File: src/rtl/fwd_hazard_unit_pkg.sv
// fwd_hazard_unit_pkg: shared select codes and stage-slot type for the forwarding/hazard unit
package fwd_hazard_unit_pkg;
   localparam int SLOT_RD_W = 5;
   localparam logic [1:0] FWD_REGFILE = 2'b00;
   localparam logic [1:0] FWD_EXMEM   = 2'b01;
   localparam logic [1:0] FWD_MEMWB   = 2'b10;
   typedef struct packed {
      logic [SLOT_RD_W-1:0] rd;
      logic                 reg_write;
      logic                 mem_read;
   } slot_t;
endpackage

File: src/rtl/fwd_hazard_unit_if.sv
// fwd_hazard_unit_if: decode-stage fields in, operand selects / stall / stall count out
// master drives enable, flush and id_* fields; slave (the unit) drives selects, stall, stall_count
interface fwd_hazard_unit_if #(
   parameter int REG_ADDR_W = 5,
   parameter int CNT_W      = 16
);
   logic                  enable;
   logic                  flush;
   logic                  id_valid;
   logic [REG_ADDR_W-1:0] id_rs1;
   logic [REG_ADDR_W-1:0] id_rs2;
   logic                  id_uses_rs1;
   logic                  id_uses_rs2;
   logic [REG_ADDR_W-1:0] id_rd;
   logic                  id_reg_write;
   logic                  id_mem_read;
   logic [1:0]            fwd_a_sel;
   logic [1:0]            fwd_b_sel;
   logic                  stall;
   logic [CNT_W-1:0]      stall_count;
   modport master (
      output enable, flush, id_valid, id_rs1, id_rs2, id_uses_rs1, id_uses_rs2,
             id_rd, id_reg_write, id_mem_read,
      input  fwd_a_sel, fwd_b_sel, stall, stall_count
   );
   modport slave (
      input  enable, flush, id_valid, id_rs1, id_rs2, id_uses_rs1, id_uses_rs2,
             id_rd, id_reg_write, id_mem_read,
      output fwd_a_sel, fwd_b_sel, stall, stall_count
   );
endinterface

File: src/rtl/fwd_hazard_unit_fwd_select.sv
// fwd_select: per-operand forwarding comparator (EX source vs MEM/WB slots -> mux select)
// rs_i: EX source register; mem_i/wb_i: MEM and WB slots; sel_o: 2-bit operand mux select
module fwd_select
   import fwd_hazard_unit_pkg::*;
(
   input  logic [SLOT_RD_W-1:0] rs_i,
   input  slot_t                mem_i,
   input  slot_t                wb_i,
   output logic [1:0]           sel_o
);
   always_comb begin
      sel_o = (mem_i.reg_write && mem_i.rd != '0 && mem_i.rd == rs_i) ? FWD_EXMEM :
              (wb_i.reg_write && wb_i.rd != '0 && wb_i.rd == rs_i)    ? FWD_MEMWB : FWD_REGFILE;
   end
endmodule

File: src/rtl/fwd_hazard_unit.sv
// fwd_hazard_unit: EX operand forwarding selects, load-use stall and saturating stall counter
// clk/arst_n: clock and async active-low reset; bus (slave): decode fields in, selects/stall/count out
module fwd_hazard_unit
   import fwd_hazard_unit_pkg::*;
#(
   parameter int REG_ADDR_W = SLOT_RD_W,
   parameter int CNT_W      = 16
) (
   input  logic                     clk,
   input  logic                     arst_n,
   fwd_hazard_unit_if.slave         bus
);
   slot_t                 ex_q, ex_d, mem_q, wb_q;
   logic [REG_ADDR_W-1:0] ex_rs1_q, ex_rs1_d, ex_rs2_q, ex_rs2_d;
   logic [CNT_W-1:0]      cnt_q, cnt_d;
   logic                  hit, take;
   logic [1:0]            sel_a, sel_b;
   always_comb begin
      hit      = bus.id_valid && ex_q.mem_read && ex_q.rd != '0 &&
                 ((bus.id_uses_rs1 && bus.id_rs1 == ex_q.rd) ||
                  (bus.id_uses_rs2 && bus.id_rs2 == ex_q.rd));
      take     = bus.id_valid && !hit && !bus.flush;
      ex_d     = take ? slot_t'{rd: bus.id_rd, reg_write: bus.id_reg_write, mem_read: bus.id_mem_read} : slot_t'('0);
      // unused sources load as x0 so they can never match a forwarding slot
      ex_rs1_d = (take && bus.id_uses_rs1) ? bus.id_rs1 : '0;
      ex_rs2_d = (take && bus.id_uses_rs2) ? bus.id_rs2 : '0;
      cnt_d    = (hit && cnt_q != '1) ? cnt_q + 1'b1 : cnt_q;
   end
   always_ff @(posedge clk or negedge arst_n) begin
      if (!arst_n) begin
         ex_q     <= '0;
         mem_q    <= '0;
         wb_q     <= '0;
         ex_rs1_q <= '0;
         ex_rs2_q <= '0;
         cnt_q    <= '0;
      end else if (bus.enable) begin
         ex_q     <= ex_d;
         mem_q    <= ex_q;
         wb_q     <= mem_q;
         ex_rs1_q <= ex_rs1_d;
         ex_rs2_q <= ex_rs2_d;
         cnt_q    <= cnt_d;
      end
   end
   fwd_select u_sel_a (.rs_i(ex_rs1_q), .mem_i(mem_q), .wb_i(wb_q), .sel_o(sel_a));
   fwd_select u_sel_b (.rs_i(ex_rs2_q), .mem_i(mem_q), .wb_i(wb_q), .sel_o(sel_b));
   assign bus.fwd_a_sel   = sel_a;
   assign bus.fwd_b_sel   = sel_b;
   assign bus.stall       = hit;
   assign bus.stall_count = cnt_q;
endmodule

File: src/flat_wrapper.sv
// flat-port wrapper written by rule: the top's interface ports become plain ports
module fwd_hazard_unit_flat import fwd_hazard_unit_pkg::*;
#(
   parameter int REG_ADDR_W = SLOT_RD_W,
   parameter int CNT_W      = 16
)
  (clk, arst_n, bus_enable, bus_flush, bus_id_valid, bus_id_rs1, bus_id_rs2, bus_id_uses_rs1, bus_id_uses_rs2, bus_id_rd, bus_id_reg_write, bus_id_mem_read, bus_fwd_a_sel, bus_fwd_b_sel, bus_stall, bus_stall_count);
  fwd_hazard_unit_if #(.REG_ADDR_W(REG_ADDR_W), .CNT_W(CNT_W)) bus_i ();
  input  logic clk;
  input  logic arst_n;
  input wire logic [$bits(bus_i.enable)-1:0] bus_enable;
  input wire logic [$bits(bus_i.flush)-1:0] bus_flush;
  input wire logic [$bits(bus_i.id_valid)-1:0] bus_id_valid;
  input wire logic [$bits(bus_i.id_rs1)-1:0] bus_id_rs1;
  input wire logic [$bits(bus_i.id_rs2)-1:0] bus_id_rs2;
  input wire logic [$bits(bus_i.id_uses_rs1)-1:0] bus_id_uses_rs1;
  input wire logic [$bits(bus_i.id_uses_rs2)-1:0] bus_id_uses_rs2;
  input wire logic [$bits(bus_i.id_rd)-1:0] bus_id_rd;
  input wire logic [$bits(bus_i.id_reg_write)-1:0] bus_id_reg_write;
  input wire logic [$bits(bus_i.id_mem_read)-1:0] bus_id_mem_read;
  output wire logic [$bits(bus_i.fwd_a_sel)-1:0] bus_fwd_a_sel;
  output wire logic [$bits(bus_i.fwd_b_sel)-1:0] bus_fwd_b_sel;
  output wire logic [$bits(bus_i.stall)-1:0] bus_stall;
  output wire logic [$bits(bus_i.stall_count)-1:0] bus_stall_count;
  assign bus_i.enable = bus_enable;
  assign bus_i.flush = bus_flush;
  assign bus_i.id_valid = bus_id_valid;
  assign bus_i.id_rs1 = bus_id_rs1;
  assign bus_i.id_rs2 = bus_id_rs2;
  assign bus_i.id_uses_rs1 = bus_id_uses_rs1;
  assign bus_i.id_uses_rs2 = bus_id_uses_rs2;
  assign bus_i.id_rd = bus_id_rd;
  assign bus_i.id_reg_write = bus_id_reg_write;
  assign bus_i.id_mem_read = bus_id_mem_read;
  assign bus_fwd_a_sel = bus_i.fwd_a_sel;
  assign bus_fwd_b_sel = bus_i.fwd_b_sel;
  assign bus_stall = bus_i.stall;
  assign bus_stall_count = bus_i.stall_count;
  fwd_hazard_unit #(.REG_ADDR_W(REG_ADDR_W), .CNT_W(CNT_W)) u_core (.clk(clk), .arst_n(arst_n), .bus(bus_i));
endmodule
File: config.mk
export PLATFORM = sky130hd
export DESIGN_NAME = fwd_hazard_unit_flat
export DESIGN_NICKNAME = d
export VERILOG_FILES = /design/src/rtl/fwd_hazard_unit_pkg.sv /design/src/rtl/fwd_hazard_unit_if.sv /design/src/rtl/fwd_hazard_unit_fwd_select.sv /design/src/rtl/fwd_hazard_unit.sv /design/src/flat_wrapper.sv
export SDC_FILE = /design/constraint.sdc
export NUM_CORES = 1
export LEC_CHECK = 0
export ABC_AREA = 1
export BUFFER_PORTS_ARGS = -buffer_cell sky130_fd_sc_hd__buf_2
export CAP_MARGIN = 25
export CORE_MARGIN = 3
export CORE_UTILIZATION = 26
export DETAILED_ROUTE_END_ITERATION = 6
export PLACE_DENSITY = 0.51
export SLEW_MARGIN = 5
export SYNTH_ARGS = -nofsm -noshare
export SYNTH_HDL_FRONTEND = slang
export SYNTH_SLANG_ARGS = --single-unit
export TNS_END_PERCENT = 5
File: constraint.sdc
create_clock -name clk -period 4.2 [get_ports clk]
set_clock_uncertainty 0.05 [all_clocks]
set_input_delay 0.84 -clock clk [delete_from_list [all_inputs] [get_ports clk]]
set_output_delay 0.84 -clock clk [all_outputs]
set_load 0.02 [all_outputs]
After elaboration in Yosys (flattened, before gate mapping)
Cells that the tools add are included.
Operators by class
  add/subtract/negate cells: 1
  equality and inequality tests: 7
  multiplexer cells: 7
  reductions and logical operators: 23
Operator list (number)
  5-bit == test: 6
  16-bit by 1-bit adder with 16-bit output, second input constant: 1
  1-bit logical AND: 16
  16-bit != test, second input constant: 1
  5-bit nonzero test: 3
  5-bit two-way mux: 2
  2-bit two-way mux: 4
  7-bit two-way mux: 1
  1-bit logical NOT: 2
  2-bit AND reduction: 1
  1-bit logical OR: 1
Word-level totals
  bits in registers: 45
  input port bits: 24
  output and inout port bits: 21

Longest topological paths before layout
  depth after elaboration: 9
  gate-level depth with buffers: 11
  depth with buffers taken out: 10

Hierarchy
From an unflattened synthesis, not the netlist that was laid out.
Unflattened totals
  cell total of the unflattened synthesis: 437
  area, all modules: 2912.8 um2
Modules (own cells, without submodules)
  fwd_hazard_unit: times used 1, cells an instance 337, area each 2484.9 um2, seq. area each 1176.1 um2
  fwd_select: times used 2, cells an instance 50, area each 214.0 um2, seq. area each 0.0 um2

Least setup slack after synthesis
Ideal clock, no wire load.
  path kind: register to output
  from: register u_core.mem_q[5] (netlist bit)
  to: output port bus_fwd_a_sel[1]
  data arrival time: 1646 ps
  data required time: 3310 ps
  setup slack: 1664 ps
  stages on the path, launching flop included: 4
  buffers on the path: 0
  cell sequence: dfrtp_1 xor2_1 nor4_1 nor2_1
On the way
  longest elaborated chain between the ends: 4
  elaborated cells between the ends (all ways): 5
RTL lines
  from (decl): line fwd_hazard_unit.sv:13  | slot_t ex_q, ex_d, mem_q, wb_q;
  from (signal assigned): line fwd_hazard_unit.sv:39  | mem_q <= ex_q;
  5-bit nonzero test: line fwd_hazard_unit_fwd_select.sv:12  | sel_o = (mem_i.reg_write && mem_i.rd != '0 && mem_i.rd == rs_i) ? FWD_EXMEM :
  1-bit logical AND: line fwd_hazard_unit_fwd_select.sv:12
  1-bit logical AND *: line fwd_hazard_unit_fwd_select.sv:12
  2-bit two-way mux *: line fwd_hazard_unit_fwd_select.sv:12
  to (decl): line flat_wrapper.sv:21  | output wire logic [$bits(bus_i.fwd_a_sel)-1:0] bus_fwd_a_sel;
Every way passes the cells marked *; elsewhere a longest branch is shown, timed or not.

Worst setup path in the final report
  from: input port bus_id_rs2[3]
  to: output port bus_stall
On the way
  longest elaborated chain between the ends: 4
RTL lines
  from (decl): line flat_wrapper.sv:15  | input wire logic [$bits(bus_i.id_rs2)-1:0] bus_id_rs2;
  5-bit == test: line fwd_hazard_unit.sv:21  | (bus.id_uses_rs2 && bus.id_rs2 == ex_q.rd));
  1-bit logical AND: line fwd_hazard_unit.sv:21
  1-bit logical OR: line fwd_hazard_unit.sv:20  | ((bus.id_uses_rs1 && bus.id_rs1 == ex_q.rd) ||
  1-bit logical AND: line fwd_hazard_unit.sv:19  | hit = bus.id_valid && ex_q.mem_read && ex_q.rd != '0 &&
  to (decl): line flat_wrapper.sv:23  | output wire logic [$bits(bus_i.stall)-1:0] bus_stall;
No other way between the ends.

==> metrics.md <==
| Metric | Value |
|---|---|
| Sequential area share after synthesis | `0.423` |
| CP Data Required Time | `3.31 ns` |
| Setup TNS Final | `0 ns` |
| Final #Nets | `roughly 430` |
| Post-route setup slack | `1.38 ns` |
| Antenna viol nets, final | `0` |
| Reg-to-reg startpoint | `u_core.bus.stall_count[0]$_DFFE_PN0P_` |
| Clock sink count | `45` |
| Tightest Pin Transition | `0.698 ns` |
| Hold-fix buffers, CTS | `0` |
| Post-DP HPWL | `5.14 mm` |
| Register area | `~1100 um^2` |
| Vias | `2356` |
| Worst vdd ir | `0.000129 V` |
| Cell mode on critical path | `nand2_1` |
| Data arrival, critical path | `1.93 ns` |
| Final min period | `2.82 ns` |
| Mapped Area | `2670 um^2` |
| Place WS | `approximately 1.4 ns` |
| Footprint of the multi-input gates | `1330 um^2` |
| Die height | `107 um` |
| CTS tree | `yes` |
| CP top delay family | `simple AND/OR/NAND/NOR gates` |
| Cells after synthesis | `365` |
| Max_slew headroom | `0.533` |
| Drt pass-1 iters | `4` |
| Starting Density | `0.270` |
| CP max-delay cell | `nand2_1` |
| Ports | `45` |
| Overall power | `0.889 mW` |
| Skew-Pair Late Insertion Delay | `0.30 ns` |
| Total CTS buffers | `5` |
| Post-CTS Resized | `0` |
| Reg clk slew, reported paths | `0.09 ns` |
| Wirelength, routed | `6.74 mm` |
| Setup bufs post-CTS | `0` |
| Core box area | `between 9000 and 10000 um^2` |
| Yosys cell types | `26` |
| Worst setup EP type | `output port` |
| Worst-path cell chain | `buf_2 -> inv_1 -> nand2_1 -> nand2_1 -> nor2_1 -> nand3_1 -> nand2_2 -> nand2_1 -> inv_1 -> buf_2` |
| Flops & latches, synth | `between 40 and 50` |
| # rows | `36` |
| Hold crit path type | `flip-flop to flip-flop` |
| Number of global-route vias before repair | `2227` |
| Die area | `11500 um^2` |
| Status | `complete, no violations` |
| Gr ovfl total | `0` |
| Clock Path Buffers | `2` |
| Setup slack, reg-to-reg | `2.34 ns` |
| P&R area growth vs syn | `17.6%` |
| Final period utilization | `0.670` |
| Largest net degree at the start of global routing | `46` |
| Highest fanout seen on the critical path | `13` |
| Worst setup startpoint | `bus_id_rs2[3]` |
| DRC | `0` |
| PwrDens | `284 nW/um^2` |
| Htree depth | `2` |
| Final hold violation count | `0` |
| Synth Warn # | `0` |
| Final Setup Violations | `0` |
| DR vias/cell | `4.35` |
| Gp weighted congestion | `0.881` |
| Initial DRC Count | `116` |
| Layout cells sized above 1 | `0.164` |
| Fmax | `355 MHz` |
| RSZ-0062 raised after global routing | `no` |
| Max-Cap Viols | `0` |
| Mapped Avg Cell Area | `7.30 um^2` |
| Root Driver | `clkbuf_8` |
| Number of fill cells | `around 1.1k` |
| Antenna violations before repair | `0` |
| N_diodes | `0` |
| Port bufs | `44` |
| Buf/Inv on CP | `4` |
| Gr usage total | `0.120` |
| Post-Syn Nets | `390` |
| Hold Crit Start | `u_core.ex_q[1]$_DFFE_PN0P_` |
| Startpoint types | `input port` |
| Die X | `107 um` |
| Leak Pwr | `1.74 nW` |
| Drt wl/cell | `about 12 um` |
| First-pass GRT wire length | `11.1 mm` |
| Crit path largest cell delay | `0.24 ns` |
| Slew Limit Fails | `0` |
| Kind of critical path | `input port to output port` |
[placed cells by master (no fill, tap or decap), drive strengths merged, types with 2 or more instances in the layout]
cell type and n:
xor2 15, nor2 29, inv 40, o21ai 17, nand2 150, o22ai 4
nor3 2, nor4 2, xnor2 18, dfrtp 45, nand3 13, clkinv 2
nand4 16, buf 46, clkbuf 7
[cell families (layout without fill, tap and decap cells)]
group | after synthesis | count (layout) | synth area share
buffers and inverters | 51 | 95 | 0.0784
DFF | 45 | 45 | 0.423
and+or+nand+nor | 213 | 213 | 0.342
adders and majority gates | 1 | 1 | 0.00469
xor gates and xnor gates | 33 | 33 | 0.108
AOI/OAI and AO/OA | 22 | 22 | 0.0441
[layer usage]
layer  vias up  wire length [um]  GRT usage
met1      1090              3360      0.169
met4         0                63     0.0301
met3         5               213     0.0217
met5         -                 0          0
met2        40              3100      0.190
li1       1221                 -          -
[cells in the mapped netlist (all sizes together)]
cell | number | area share
inv | 40 | 0.056
xor2 | 15 | 0.049
xnor2 | 18 | 0.059
nor2 | 29 | 0.044
clkinv | 1 | 0.0014
or2 | 1 | 0.0023
ha | 1 | 0.0047
nand2 | 150 | 0.21
nand4 | 16 | 0.043
dfrtp | 45 | 0.42
nor3 | 2 | 0.0056
nand3 | 13 | 0.028
a211oi | 1 | 0.0028
o22ai | 4 | 0.0094
clkbuf | 4 | 0.0056
o21ai | 17 | 0.032
nor4 | 2 | 0.0047
buf | 6 | 0.015
[state kept, by name (all words and copies together), names as in the netlist]
signal                  flops
u_core.bus.stall_count     16
u_core.ex_q                 7
u_core.mem_q                6
u_core.ex_rs2_q             5
u_core.wb_q                 6
u_core.ex_rs1_q             5
[through the flow]
| stage | instances | util | hold WS (ns) | cell area, um^2 |
|---|---|---|---|---|
| after global routing | 542 | 0.318 | 0.468 | 3130 |
| after CTS | 541 | 0.315 | 0.436 | 3110 |
| final | 542 | 0.318 | 0.441 | 3130 |
| after global placement | 533 | 0.305 | 0.424 | 3000 |
| after detailed placement | 533 | 0.305 | 0.417 | 3000 |
| after floorplan | 365 | - | 0.397 | 2670 |
[tightest hold or removal path, stage by stage (launching register included)]
cell,delay [ns]
dfrtp_1,0.35
nand2_1,0.05
o21ai_0,0.06
[area by class of cell]
class | instances | share of cell area
clock buffers | 7 | 0.0308
clock inverters | 1 | 0.00160
inverters | 41 | 0.0491
multi-input cells | 269 | 0.425
flip-flops and latches | 45 | 0.359
well taps | 133 | 0.0531
repair buffers | 46 | 0.0815
[path summary, 6_finish.rpt]
check | endpoint | cells after the start
setup / recovery | bus_stall | 10
hold / removal | u_core.mem_q[1]$_DFFE_PN0P_ | 2
setup reg to reg | u_core.bus.stall_count[0]$_DFFE_PN0P_ | 10
hold reg to reg | u_core.mem_q[1]$_DFFE_PN0P_ | 2
max in group asynchronous | u_core.ex_q[0]$_DFFE_PN0P_ | 2
min in group asynchronous | u_core.bus.stall_count[11]$_DFFE_PN0P_ | 1
[report_power, final]
group	switching (mW)	internal [mW]
sequential	0.0223	0.450
clock	0.152	0.149
combinational	0.0691	0.0463
(Power assumes the default switching activity.)
